**src/rtl/result_streamer_if.sv**
```systemverilog
// Handshake bundle for result_streamer.
// Upstream snapshot port: in_valid/in_ready with in_acc plus the mode bits
// in_narrow, in_transpose and in_relu.
// Downstream byte port: out_valid/out_ready with out_data, out_last, out_sat.
// busy reports an active snapshot.
// slave = streamer view, master = producer/sink view.
interface result_streamer_if #(
    parameter int unsigned N     = 2,
    parameter int unsigned ACC_W = 16
) ();
    logic                   in_valid;
    logic                   in_ready;
    logic [N*N*ACC_W-1:0]   in_acc;
    logic                   in_narrow;
    logic                   in_transpose;
    logic                   in_relu;
    logic                   out_valid;
    logic                   out_ready;
    logic [7:0]             out_data;
    logic                   out_last;
    logic                   out_sat;
    logic                   busy;

    modport slave (
        input  in_valid, in_acc, in_narrow, in_transpose, in_relu, out_ready,
        output in_ready, out_valid, out_data, out_last, out_sat, busy
    );

    modport master (
        output in_valid, in_acc, in_narrow, in_transpose, in_relu, out_ready,
        input  in_ready, out_valid, out_data, out_last, out_sat, busy
    );
endinterface

```
**src/rtl/result_streamer.sv**
```systemverilog
// Serialises an N x N accumulator snapshot into a byte stream.
// Ports: clk, rst_n (async active-low), bus (result_streamer_if.slave).
// A snapshot is captured on in_valid && in_ready. Its elements are emitted
// row-major, or column-major when transposed. In wide mode each element is
// emitted as ACC_W/8 bytes, MSB first. In narrow mode each element is
// emitted as one byte, saturated to a signed 8-bit value. ReLU is applied
// before either mode.
module result_streamer #(
    parameter int unsigned N     = 2,
    parameter int unsigned ACC_W = 16
) (
    input  logic              clk,
    input  logic              rst_n,
    result_streamer_if.slave  bus
);

    localparam int unsigned BPE        = ACC_W / 8;
    localparam int unsigned ELEMS      = N * N;
    localparam int unsigned WIDE_BYTES = ELEMS * BPE;
    localparam int unsigned ACC_TOTAL  = ELEMS * ACC_W;
    localparam int unsigned IDX_W      = $clog2(WIDE_BYTES);

    typedef enum logic {IDLE, STREAM} state_t;

    typedef struct packed {
        logic [7:0] data;
        logic       last;
        logic       sat;
    } byte_t;

    // Byte at stream position idx for a given snapshot and mode.
    function automatic byte_t byte_at(
        input logic [ACC_TOTAL-1:0] acc,
        input logic                 narrow,
        input logic                 transpose,
        input logic                 relu,
        input logic [IDX_W-1:0]     idx
    );
        int unsigned              i, e, b, r, c, pos;
        int                       sv;
        logic signed [ACC_W-1:0]  v;
        logic [ACC_W-1:0]         sh;
        byte_t                    o;
        i = 32'(idx);
        if (narrow) begin
            e = i;
            b = 0;
        end else begin
            e = i / BPE;
            b = i % BPE;
        end
        if (transpose) begin
            c = e / N;
            r = e % N;
        end else begin
            r = e / N;
            c = e % N;
        end
        pos = r * N + c;
        v   = acc[pos*ACC_W +: ACC_W];
        if (relu && v[ACC_W-1]) begin
            v = '0;
        end
        o = '0;
        if (narrow) begin
            sv = int'(v);
            if (sv > 127) begin
                o.data = 8'h7F;
                o.sat  = 1'b1;
            end else if (sv < -128) begin
                o.data = 8'h80;
                o.sat  = 1'b1;
            end else begin
                o.data = v[7:0];
            end
            o.last = (i == ELEMS - 1);
        end else begin
            sh     = v >> ((BPE - 1 - b) * 8);
            o.data = sh[7:0];
            o.last = (i == WIDE_BYTES - 1);
        end
        return o;
    endfunction

    state_t                 state_q;
    logic [ACC_TOTAL-1:0]   acc_q;
    logic                   narrow_q;
    logic                   transpose_q;
    logic                   relu_q;
    logic [IDX_W-1:0]       idx_q;
    logic                   out_valid_q;
    logic [7:0]             out_data_q;
    logic                   out_last_q;
    logic                   out_sat_q;
    logic                   busy_q;

    logic                   fire;
    logic                   in_ready_c;
    logic                   accept;
    logic [IDX_W-1:0]       idx_nxt;
    byte_t                  first_byte;
    byte_t                  next_byte;

    assign fire       = out_valid_q && bus.out_ready;
    // Ready in IDLE, or on the edge the final byte leaves (back-to-back).
    assign in_ready_c = (state_q == IDLE) || ((state_q == STREAM) && fire && out_last_q);
    assign accept     = bus.in_valid && in_ready_c;
    assign idx_nxt    = idx_q + IDX_W'(1);

    // First byte comes straight from the inputs so it appears one cycle after acceptance.
    assign first_byte = byte_at(bus.in_acc, bus.in_narrow, bus.in_transpose, bus.in_relu, '0);
    assign next_byte  = byte_at(acc_q, narrow_q, transpose_q, relu_q, idx_nxt);

    // Control FSM, snapshot capture and registered byte output.
    always_ff @(posedge clk or negedge rst_n) begin
        if (!rst_n) begin
            state_q     <= IDLE;
            acc_q       <= '0;
            narrow_q    <= 1'b0;
            transpose_q <= 1'b0;
            relu_q      <= 1'b0;
            idx_q       <= '0;
            out_valid_q <= 1'b0;
            out_data_q  <= 8'h00;
            out_last_q  <= 1'b0;
            out_sat_q   <= 1'b0;
            busy_q      <= 1'b0;
        end else if (accept) begin
            state_q     <= STREAM;
            acc_q       <= bus.in_acc;
            narrow_q    <= bus.in_narrow;
            transpose_q <= bus.in_transpose;
            relu_q      <= bus.in_relu;
            idx_q       <= '0;
            out_valid_q <= 1'b1;
            out_data_q  <= first_byte.data;
            out_last_q  <= first_byte.last;
            out_sat_q   <= first_byte.sat;
            busy_q      <= 1'b1;
        end else if (fire) begin
            if (out_last_q) begin
                state_q     <= IDLE;
                idx_q       <= '0;
                out_valid_q <= 1'b0;
                out_data_q  <= 8'h00;
                out_last_q  <= 1'b0;
                out_sat_q   <= 1'b0;
                busy_q      <= 1'b0;
            end else begin
                idx_q       <= idx_nxt;
                out_data_q  <= next_byte.data;
                out_last_q  <= next_byte.last;
                out_sat_q   <= next_byte.sat;
            end
        end
    end

    assign bus.in_ready  = in_ready_c;
    assign bus.out_valid = out_valid_q;
    assign bus.out_data  = out_data_q;
    assign bus.out_last  = out_last_q;
    assign bus.out_sat   = out_sat_q;
    assign bus.busy      = busy_q;

endmodule

```
**src/flat_wrapper.sv**
```systemverilog
// flat-port wrapper written by rule: the top's interface ports become plain ports
module result_streamer_flat 
#(
    parameter int unsigned N     = 2,
    parameter int unsigned ACC_W = 16
)
  (clk, rst_n, bus_in_valid, bus_in_acc, bus_in_narrow, bus_in_transpose, bus_in_relu, bus_out_ready, bus_in_ready, bus_out_valid, bus_out_data, bus_out_last, bus_out_sat, bus_busy);
  result_streamer_if #(.N(N), .ACC_W(ACC_W)) bus_i ();
  input  logic clk;
  input  logic rst_n;
  input wire logic [$bits(bus_i.in_valid)-1:0] bus_in_valid;
  input wire logic [$bits(bus_i.in_acc)-1:0] bus_in_acc;
  input wire logic [$bits(bus_i.in_narrow)-1:0] bus_in_narrow;
  input wire logic [$bits(bus_i.in_transpose)-1:0] bus_in_transpose;
  input wire logic [$bits(bus_i.in_relu)-1:0] bus_in_relu;
  input wire logic [$bits(bus_i.out_ready)-1:0] bus_out_ready;
  output wire logic [$bits(bus_i.in_ready)-1:0] bus_in_ready;
  output wire logic [$bits(bus_i.out_valid)-1:0] bus_out_valid;
  output wire logic [$bits(bus_i.out_data)-1:0] bus_out_data;
  output wire logic [$bits(bus_i.out_last)-1:0] bus_out_last;
  output wire logic [$bits(bus_i.out_sat)-1:0] bus_out_sat;
  output wire logic [$bits(bus_i.busy)-1:0] bus_busy;
  assign bus_i.in_valid = bus_in_valid;
  assign bus_i.in_acc = bus_in_acc;
  assign bus_i.in_narrow = bus_in_narrow;
  assign bus_i.in_transpose = bus_in_transpose;
  assign bus_i.in_relu = bus_in_relu;
  assign bus_i.out_ready = bus_out_ready;
  assign bus_in_ready = bus_i.in_ready;
  assign bus_out_valid = bus_i.out_valid;
  assign bus_out_data = bus_i.out_data;
  assign bus_out_last = bus_i.out_last;
  assign bus_out_sat = bus_i.out_sat;
  assign bus_busy = bus_i.busy;
  result_streamer #(.N(N), .ACC_W(ACC_W)) u_core (.clk(clk), .rst_n(rst_n), .bus(bus_i));
endmodule
```
**config.mk**
```make
export PLATFORM = sky130hd
export DESIGN_NAME = result_streamer_flat
export DESIGN_NICKNAME = d
export VERILOG_FILES = /design/src/rtl/result_streamer_if.sv /design/src/rtl/result_streamer.sv /design/src/flat_wrapper.sv
export SDC_FILE = /design/constraint.sdc
export NUM_CORES = 1
export LEC_CHECK = 0
export CAP_MARGIN = 20
export CORE_AREA = 3 3 106 128
export CTS_CLUSTER_SIZE = 30
export DETAILED_ROUTE_END_ITERATION = 10
export DIE_AREA = 0 0 109 131
export SETUP_SLACK_MARGIN = 0.15
export SYNTH_ARGS = -nofsm -noshare
export SYNTH_HDL_FRONTEND = slang
export SYNTH_SLANG_ARGS = --single-unit
```
**constraint.sdc**
```tcl
create_clock -name clk -period 3.1 [get_ports clk]
set_clock_uncertainty 0.05 [all_clocks]
set_input_delay 0.62 -clock clk [delete_from_list [all_inputs] [get_ports clk]]
set_output_delay 0.62 -clock clk [all_outputs]
set_load 0.03 [all_outputs]
```
# --- After elaboration in Yosys (flattened, before gate mapping) ---
# Cells that the tools add are included.
classes:
  n_eq_ne: 2
  reduce_logical: 10
  muxes: 33
  add_sub_neg: 3
  multipliers: 0
  shift: 2
  n_lt_le_gt_ge: 4
  bitwise_logic: 1
  div: 0
op_table:
  columns: ["op", "n"]
  rows:
  - ["$shiftx A64 B33 Y16", 1]
  - ["$mux W8", 7]
  - ["$gt A16 B8 Y1 const B", 2]
  - ["$lt A16 B8 Y1 const B", 2]
  - ["$mux W16", 2]
  - ["$shr A16 B32 Y8", 1]
  - ["$mux W9", 2]
  - ["$mux W1", 16]
  - ["$mux W3", 4]
  - ["$logic_and A1 B1 Y1", 6]
  - ["$add A3 B2 Y4", 1]
  - ["$mux W2", 2]
  - ["$reduce_bool A2 Y1", 2]
  - ["$add A3 B1 Y3 const B", 1]
  - ["$eq A3 B2 Y1 const B", 1]
  - ["$eq A3 B3 Y1 const B", 1]
  - ["$reduce_and A2 Y1", 1]
  - ["$sub A1 B1 Y2 const A", 1]
  - ["$logic_or A1 B1 Y1", 1]
  - ["$not A1 Y1", 1]
totals:
  ram_bits: 0
  out_inout_bits: 13
  latch_bits: 0
  inputBits: 71
  n_memories: 0
  rom_bits: 0
  reg_bits: 81
  word_cells: 64

# --- Depth between registers and ports, before layout ---
# Gate-level depths: netlist (run 1).
depth:
  ltp_word: 14
  depth_mapped: 13
  ltp_nobuf: 13

# --- Worst setup path after synthesis (run 1) ---
# No wires, ideal clock.
synth_timing:
  path_kind: "reg-to-reg"
  from: "reg u_core.idx_q[0]"
  to: "reg u_core.out_data_q[6] (netlist: u_core.bus.out_data[6])"
  t_arrival_ns: 3.196
  synth_period_minus_slack_ns: 3.370
  t_required_ns: 2.926
  setup_slack_ns: -0.270
  path_stages_with_launch: 14
  cell_sequence: "dfrtp_1 -> ha_1 -> xor2_2 -> ha_1 -> and2_1 -> ha_1 -> buf_1 -> clkbuf_1 -> mux4_2 -> nor2_1 -> nand3_1 -> a311oi_2 -> a21boi_1 -> o21ai_1"
synth_between:
  elab_chain_len: 14
  word_cells_on_any_way: 19
  classes_between: "3 x add/sub; 2 x order compare; 2 x shift; 11 x mux; 1 x reduce/logical"
synth_lines:
  columns: ["item", "line", "text"]
  rows:
  - ["from (decl)", "result_streamer.sv:90", "logic [IDX_W-1:0] idx_q;"]
  - ["from (signal assigned)", "result_streamer.sv:150", "idx_q <= idx_nxt;"]
  - ["$add A3 B1 Y3 (*)", "result_streamer.sv:108", "assign idx_nxt = idx_q + IDX_W'(1);"]
  - ["$mux W3", "result_streamer.sv:45", "if (narrow) begin"]
  - ["$mux W2", "result_streamer.sv:52", "if (transpose) begin"]
  - ["$add A3 B2 Y4", "result_streamer.sv:59", "pos = r * N + c;"]
  - ["$shiftx A64 B33 Y16", "result_streamer.sv:60", "v = acc[pos*ACC_W +: ACC_W];"]
  - ["$logic_and A1 B1 Y1", "result_streamer.sv:61", "if (relu && v[ACC_W-1]) begin"]
  - ["$mux W16", "result_streamer.sv:61", null]
  - ["$lt A16 B8 Y1", "result_streamer.sv:70", "end else if (sv < -128) begin"]
  - ["$mux W8", "result_streamer.sv:70", null]
  - ["$mux W8", "result_streamer.sv:67", "if (sv > 127) begin"]
  - ["$mux W9 (*)", "result_streamer.sv:65", "if (narrow) begin"]
  - ["$mux W8 (*)", "result_streamer.sv:141", "if (out_last_q) begin"]
  - ["$mux W8 (*)", "result_streamer.sv:140", "end else if (fire) begin"]
  - ["$mux W8 (*)", "result_streamer.sv:128", "end else if (accept) begin"]
  - ["to (signal assigned)", "result_streamer.sv:136", "out_data_q <= first_byte.data;"]
  - ["to (signal assigned)", "result_streamer.sv:151", "out_data_q <= next_byte.data;"]
  - ["to (decl)", "result_streamer.sv:92", "logic [7:0] out_data_q;"]
# Mark *: on every way between the ends. The rest lies on a longest branch, timed or not. The select of a mux whose other input is x is not followed.
# A chain may end at the register's enable or synchronous reset.

# --- Worst setup path after layout (run 1) ---
layout_timing:
  from: "reg u_core.idx_q[1]"
  to: "reg u_core.out_data_q[2] (netlist: u_core.bus.out_data[2])"
layout_between:
  elab_chain_len: 14
  word_cells_on_any_way: 17
  classes_between: "2 x add/sub; 2 x order compare; 2 x shift; 10 x mux; 1 x reduce/logical"
layout_lines:
  columns: ["item", "line"]
  rows:
  - ["$add A3 B1 Y3 (*)", "result_streamer.sv:108"]
  - ["$mux W3 (*)", "result_streamer.sv:45"]
  - ["$mux W2", "result_streamer.sv:52"]
  - ["$add A3 B2 Y4 (*)", "result_streamer.sv:59"]
  - ["$shiftx A64 B33 Y16 (*)", "result_streamer.sv:60"]
  - ["$logic_and A1 B1 Y1", "result_streamer.sv:61"]
  - ["$mux W16 (*)", "result_streamer.sv:61"]
  - ["$lt A16 B8 Y1", "result_streamer.sv:70"]
  - ["$mux W8", "result_streamer.sv:70"]
  - ["$mux W8", "result_streamer.sv:67"]
  - ["$mux W9 (*)", "result_streamer.sv:65"]
  - ["$mux W8 (*)", "result_streamer.sv:141"]
  - ["$mux W8 (*)", "result_streamer.sv:140"]
  - ["$mux W8 (*)", "result_streamer.sv:128"]
# Marked as above.

==> metrics.yaml, run 1 <==
status:
  status: "complete, no violations"
logic_synthesis:
  synth_flop_cell: "dfrtp_1"
  ys_top_cells_by_count: "216 x nand2_1, 81 x dfrtp_1, 27 x a21oi_1, 19 x clkbuf_1, 17 x nor2_1"
  synth.most_common_cell: "nand2_1"
  async_reset_ff_share_pct: 100
  synth_edf_count: 0
  syn_area_um2: 4340
  synth.avg_cell_area_um2: 8.93
  synth.top_cell.area_share_pct: 46.7
  ys_ff_latch: 81
  yosysTopAreaCell: "dfrtp_1"
  synth_cell_type_count: 49
  yosysSeqAreaShare_pct: 46.7
  yosys_warnings: 0
  synth_area_leaders: "dfrtp_1 47%, nand2_1 19%, mux4_1 7.3%, a21oi_1 3.1%, clkbuf_1 1.6%"
  syn-num-nets: 562
  synthCells: 486
critical_path:
  critPathMaxStageDelay_ns: 0.45
  critPathArrivalTime_ns: 3.18
  start_kind: "flop"
  path_cells: "ha_4, xor2_4, ha_4, and2_4, ha_4, buf_12, mux4_2, nor2_4, buf_6, a31oi_2, o211ai_1, and3_1, o41ai_2"
  critPathBufInv: 2
  cp.required_ns: 3.26
  cpMostUsedCell: "ha_4"
  crit_family: "adder cells"
  crit_fanout: 10
  critPathSlowestCell: "dfrtp_2"
  crit_path_end_kind: "flop"
  worst-setup-path-type: "flop to flop"
clocking:
  clkTransAtPathRegs_ns: 0.06
  clk_latency_ns: 0.33
  htree_levels: 3
  cts_buffers: 9
  ctsRootBufferMaster: "clkbuf_16"
  clockBufferDepth: 2
  cts.sinks: 81
  cts_tree: "built"
sta:
  max_slew_margin_pct: 60.6
  rsz0062_at_grt: "true"
  setup_violations: 0
  hold_viol: 0
  timing.fmax_mhz: 330
  tightest_slew_ns: 0.586
  slew_viol_final: 0
  min_period_ns: 3.03
  finalSetupTns_ns: 0
  fin_crit_sh_pct: 97.7
floorplan:
  core_area_um2: 12600
  die_w_um: 109
  dieArea_um2: 14300
  die_y_um: 131
  io_pins: 84
  rows: 45
  initial_core_util_pct: 34.5
placement:
  gp_congestion: 0.895
  dp_hpwl_um: 8920
  port_buffers: 83
global_routing:
  grt_start_max_net_pins: 48
  grtUsageTotal_pct: 17.4
  gr-total-overflow: 0
  grt_pass1_vias: 3813
  antenna_found_initial: 0
  grt_pass1_wl_um: 19100
drt:
  dr_total_vias: 3794
  via_per_inst: 5.04
  drt-total-wl_um: 12100
  firstDrtPassIters: 4
  drtAntennaViolNets: 0
  wl_per_cell_um: 16.0
  drc: 0
  dr.first_iter.drc_count: 208
min_path:
  hp-class: "primary input to asynchronous set/reset pin"
pwr:
  p_leak_nw: 2.78
  ir_drop_mv: 0.646
  p_total_mw: 7.88
  power.density_nw_per_um2: 1310
final_layout:
  fillers: 1196
  layout-drive-gt1-share_pct: 16.5
  antenna_cells: 0
  syn2layout_area_growth_pct: 38.9
  finalNetCount: 660
run:
  cap_violations: 0
[layer usage]
| metal | track usage, % | share of wire (%) | vias to the layer above |
|---|---|---|---|
| met4 | 6.39 | 2.3 | 0 |
| met2 | 29.1 | 50 | 88 |
| li1 | - | - | 1843 |
| met1 | 22.7 | 44 | 1846 |
| met3 | 2.95 | 4.1 | 17 |
| met5 | 0 | 0 | - |
[logic make-up (layout without fill, tap and decap cells)]
family | Yosys count | in the layout | synth area share [%]
adder cells (fa/ha/maj) | 5 | 5 | 1.44
AO/OA/AOI/OAI | 72 | 72 | 11.4
flip-flops | 81 | 81 | 46.7
XOR/XNOR | 2 | 2 | 0.577
AND/OR/NAND/NOR | 269 | 269 | 25.1
multiplexers | 26 | 26 | 11.6
buffers and inverters | 31 | 134 | 3.14
[timing repair]
action / in CTS / in global routing
hold buffers: 0 / 0
gates resized for setup: 14 / 19
buffers inserted: 8 / 4
gates cloned: 0 / 0
pin swaps: 7 / 15
endpoints found under the setup margin: 8 / 9
[flip-flops by register name (all words and copies together), names as in the netlist]
| register | cells |
|---|---|
| u_core.acc_q | 64 |
| u_core.bus.out_data | 8 |
| u_core.idx_q | 3 |
| u_core.bus.busy | 1 |
| u_core.bus.out_last | 1 |
| u_core.bus.out_sat | 1 |
| u_core.narrow_q | 1 |
| u_core.relu_q | 1 |
| u_core.transpose_q | 1 |
[through the flow]
stage | cell area (um2) | hold slack (ns) | cells | utilization, % | worst slack (ns)
2_1_floorplan | 4410 | 0.274 | 486 | - | 0.134
3_3_place_gp | 5470 | 0.401 | 725 | 43.6 | 0.0321
3_5_place_dp | 5470 | 0.406 | 725 | 43.6 | -0.0314
4_1_cts | 5900 | 0.217 | 749 | 47.0 | 0.0953
5_1_grt | 6030 | 0.228 | 753 | 48.0 | -0.0223
6_report | 6030 | 0.207 | 753 | 48.0 | 0.0727
[layout make-up]
class | instances | area, um2 | share of cell area [%]
Tap cell | 164 | 205 | 3.40
Timing Repair Buffer | 112 | 1090 | 18.1
Sequential cell | 81 | 2030 | 33.7
Clock inverter | 4 | 73.8 | 1.22
Clock buffer | 12 | 256 | 4.26
Multi-Input combinational cell | 374 | 2350 | 38.9
Inverter | 6 | 25.0 | 0.415
[worst paths after layout]
kind | end | slack [ns] | from | cells past startpoint
setup / recovery | u_core.bus.out_data[2] | 0.07 | u_core.idx_q[1] | 13
hold / removal | u_core.transpose_q | 0.21 | rst_n | 1
setup reg to reg | u_core.bus.out_data[2] | 0.07 | u_core.idx_q[1] | 13
hold reg to reg | u_core.acc_q[22] | 0.42 | u_core.acc_q[22] | 2
max in group asynchronous | u_core.bus.out_data[2] | 2.17 | rst_n | 2
min in group clk | u_core.acc_q[22] | 0.42 | u_core.acc_q[22] | 2
[where the power goes]
| group | switching [mW] | internal [mW] |
|---|---|---|
| Combinational | 2.46 | 2.31 |
| Sequential | 0.376 | 1.56 |
| Clock | 0.424 | 0.751 |
| Total | 3.26 | 4.62 |
[placed cells by master, fill, tap and decap left out, drive strengths merged, types with 5 or more instances in the layout]
master and n:
clkdlybuf4s50 82, mux4 15, buf 30, dfrtp 81, nor3 9, nand2 217, nand3 5, inv 7
o21ai 20, a21oi 27, nor2 17, nand4 6, ha 5, mux2i 7, clkbuf 12
(Power assumes the default switching activity.)
==> run 2: changes to the inputs <==
Clock period 3.1 ns to 3 ns, I/O delays scaled along.
==> metrics.yaml, run 2 (synthesis results as in run 1) <==
sta:
  fin_crit_sh_pct: 101
  max_slew_margin_pct: 61.3
  min_period_ns: 3.02
  whs_ns: 0.153
  hold_viol: 0
  rsz0062_at_grt: "true"
  tightest_slew_ns: 0.576
  finalSetupTns_ns: -0.0614
  setup_ws_ns: -0.0165
  setup_violations: 5
  timing.fmax_mhz: 332
  slew_viol_final: 0
critical_path:
  cpMostUsedCell: "ha_4"
  critPathMaxStageDelay_ns: 0.44
  cp.required_ns: 3.17
  crit_fanout: 5
  crit_path_end_kind: "flop"
  critPathArrivalTime_ns: 3.19
  critPathBufInv: 1
  critPathSlowestCell: "dfrtp_2"
  path_cells: "ha_4, xor2_4, ha_4, and2_4, ha_4, buf_6, mux4_2, nor2_4, nand3_2, a311oi_4, a21boi_2, o21ai_1"
  crit_family: "adder cells"
  start_kind: "flop"
  worst-setup-path-type: "flop to flop"
floorplan:
  die_w_um: 109
  io_pins: 84
  core_area_um2: 12600
  die_y_um: 131
  initial_core_util_pct: 34.5
  dieArea_um2: 14300
  rows: 45
drt:
  drc: 0
  drt-total-wl_um: 12300
  dr.first_iter.drc_count: 238
  dr_total_vias: 3839
  via_per_inst: 5.05
  firstDrtPassIters: 7
  wl_per_cell_um: 16.1
  drtAntennaViolNets: 0
clocking:
  cts.sinks: 81
  clockBufferDepth: 2
  clkTransAtPathRegs_ns: 0.06
  cts_buffers: 9
  cts_tree: "built"
  clk_latency_ns: 0.34
  ctsRootBufferMaster: "clkbuf_16"
  htree_levels: 3
pwr:
  p_leak_nw: 2.79
  power.density_nw_per_um2: 1350
  ir_drop_mv: 0.725
  p_total_mw: 8.20
final_layout:
  largest_reg_flops: 64
  syn2layout_area_growth_pct: 39.7
  mostFrequentLayoutCells: "215 x nand2_1, 82 x clkdlybuf4s50_1, 79 x dfrtp_1"
  finalNetCount: 667
  antenna_cells: 0
  layout-drive-gt1-share_pct: 17.8
  final_common_cell: "nand2_1"
  fin_util_pct: 48.3
  largest_register: "u_core.acc_q"
  final_area_um2: 6060
global_routing:
  grt_start_max_net_pins: 56
  antenna_found_initial: 0
  use_met1_pct: 23.6
  grt_pass1_vias: 3887
  met3_usage_pct: 3.88
  grt_pass1_wl_um: 19600
  grtUsageMet2_pct: 29.2
  grtUsageTotal_pct: 17.9
  grt-busiest-layer: "met2"
  gr-total-overflow: 0
status:
  violations: "negative setup slack"
  status: "complete, but fails checks"
min_path:
  hp-class: "primary input to asynchronous set/reset pin"
placement:
  gp_congestion: 0.923
  placed_area_um2: 5540
  dp_hpwl_um: 8990
  port_buffers: 83
run:
  cap_violations: 0
run 2: repair_timing:
| item | CTS | global route |
|---|---|---|
| buffers inserted | 7 | 3 |
| endpoints found under the setup margin | 9 | 9 |
| pin swaps | 13 | 6 |
| cloned | 1 | 0 |
| hold buffers | 0 | 0 |
| gates resized for setup | 25 | 15 |
run 2: stage by stage:
step           setup WS [ns]  std cells
5_1_grt               -0.143        760
4_1_cts              0.00907        757
2_1_floorplan         0.0342        486
6_report             -0.0165        760
3_3_place_gp         -0.0238        733
3_5_place_dp         -0.0799        733
run 2: cell type report:
| type | count | area, um2 |
|---|---|---|
| fill | 1212 | 6490 |
| sequential | 81 | 2030 |
| timing repair buffer | 119 | 1140 |
| clock buffer | 11 | 233 |
| inverter | 6 | 25.0 |
| tap | 164 | 205 |
| clock inverter | 5 | 56.3 |
| multi-input combinational | 374 | 2370 |
run 2: path summary, 6_finish.rpt:
path | cells past startpoint | slack [ns] | end | start
setup / recovery | 12 | -0.02 | u_core.bus.out_data[6] | u_core.idx_q[0]
hold / removal | 1 | 0.15 | u_core.acc_q[47] | rst_n
setup reg to reg | 12 | -0.02 | u_core.bus.out_data[6] | u_core.idx_q[0]
hold reg to reg | 2 | 0.42 | u_core.acc_q[43] | u_core.acc_q[43]
max in group asynchronous | 2 | 2.13 | u_core.acc_q[0] | rst_n
min in group clk | 2 | 0.42 | u_core.acc_q[43] | u_core.acc_q[43]
run 2: where the power goes:
part	total (mW)	internal, mW	leakage (nW)	switching (mW)
clock network	1.08	0.644	0.139	0.441
registers	2.00	1.61	1.00	0.386
logic	5.11	2.51	1.65	2.61
run 2: layer usage:
layer  up-vias  routed length [um]
li1       1864                   -
met1      1847                5350
met2       110                5980
met3        18                 660
met4         0                 261
met5         -                   0
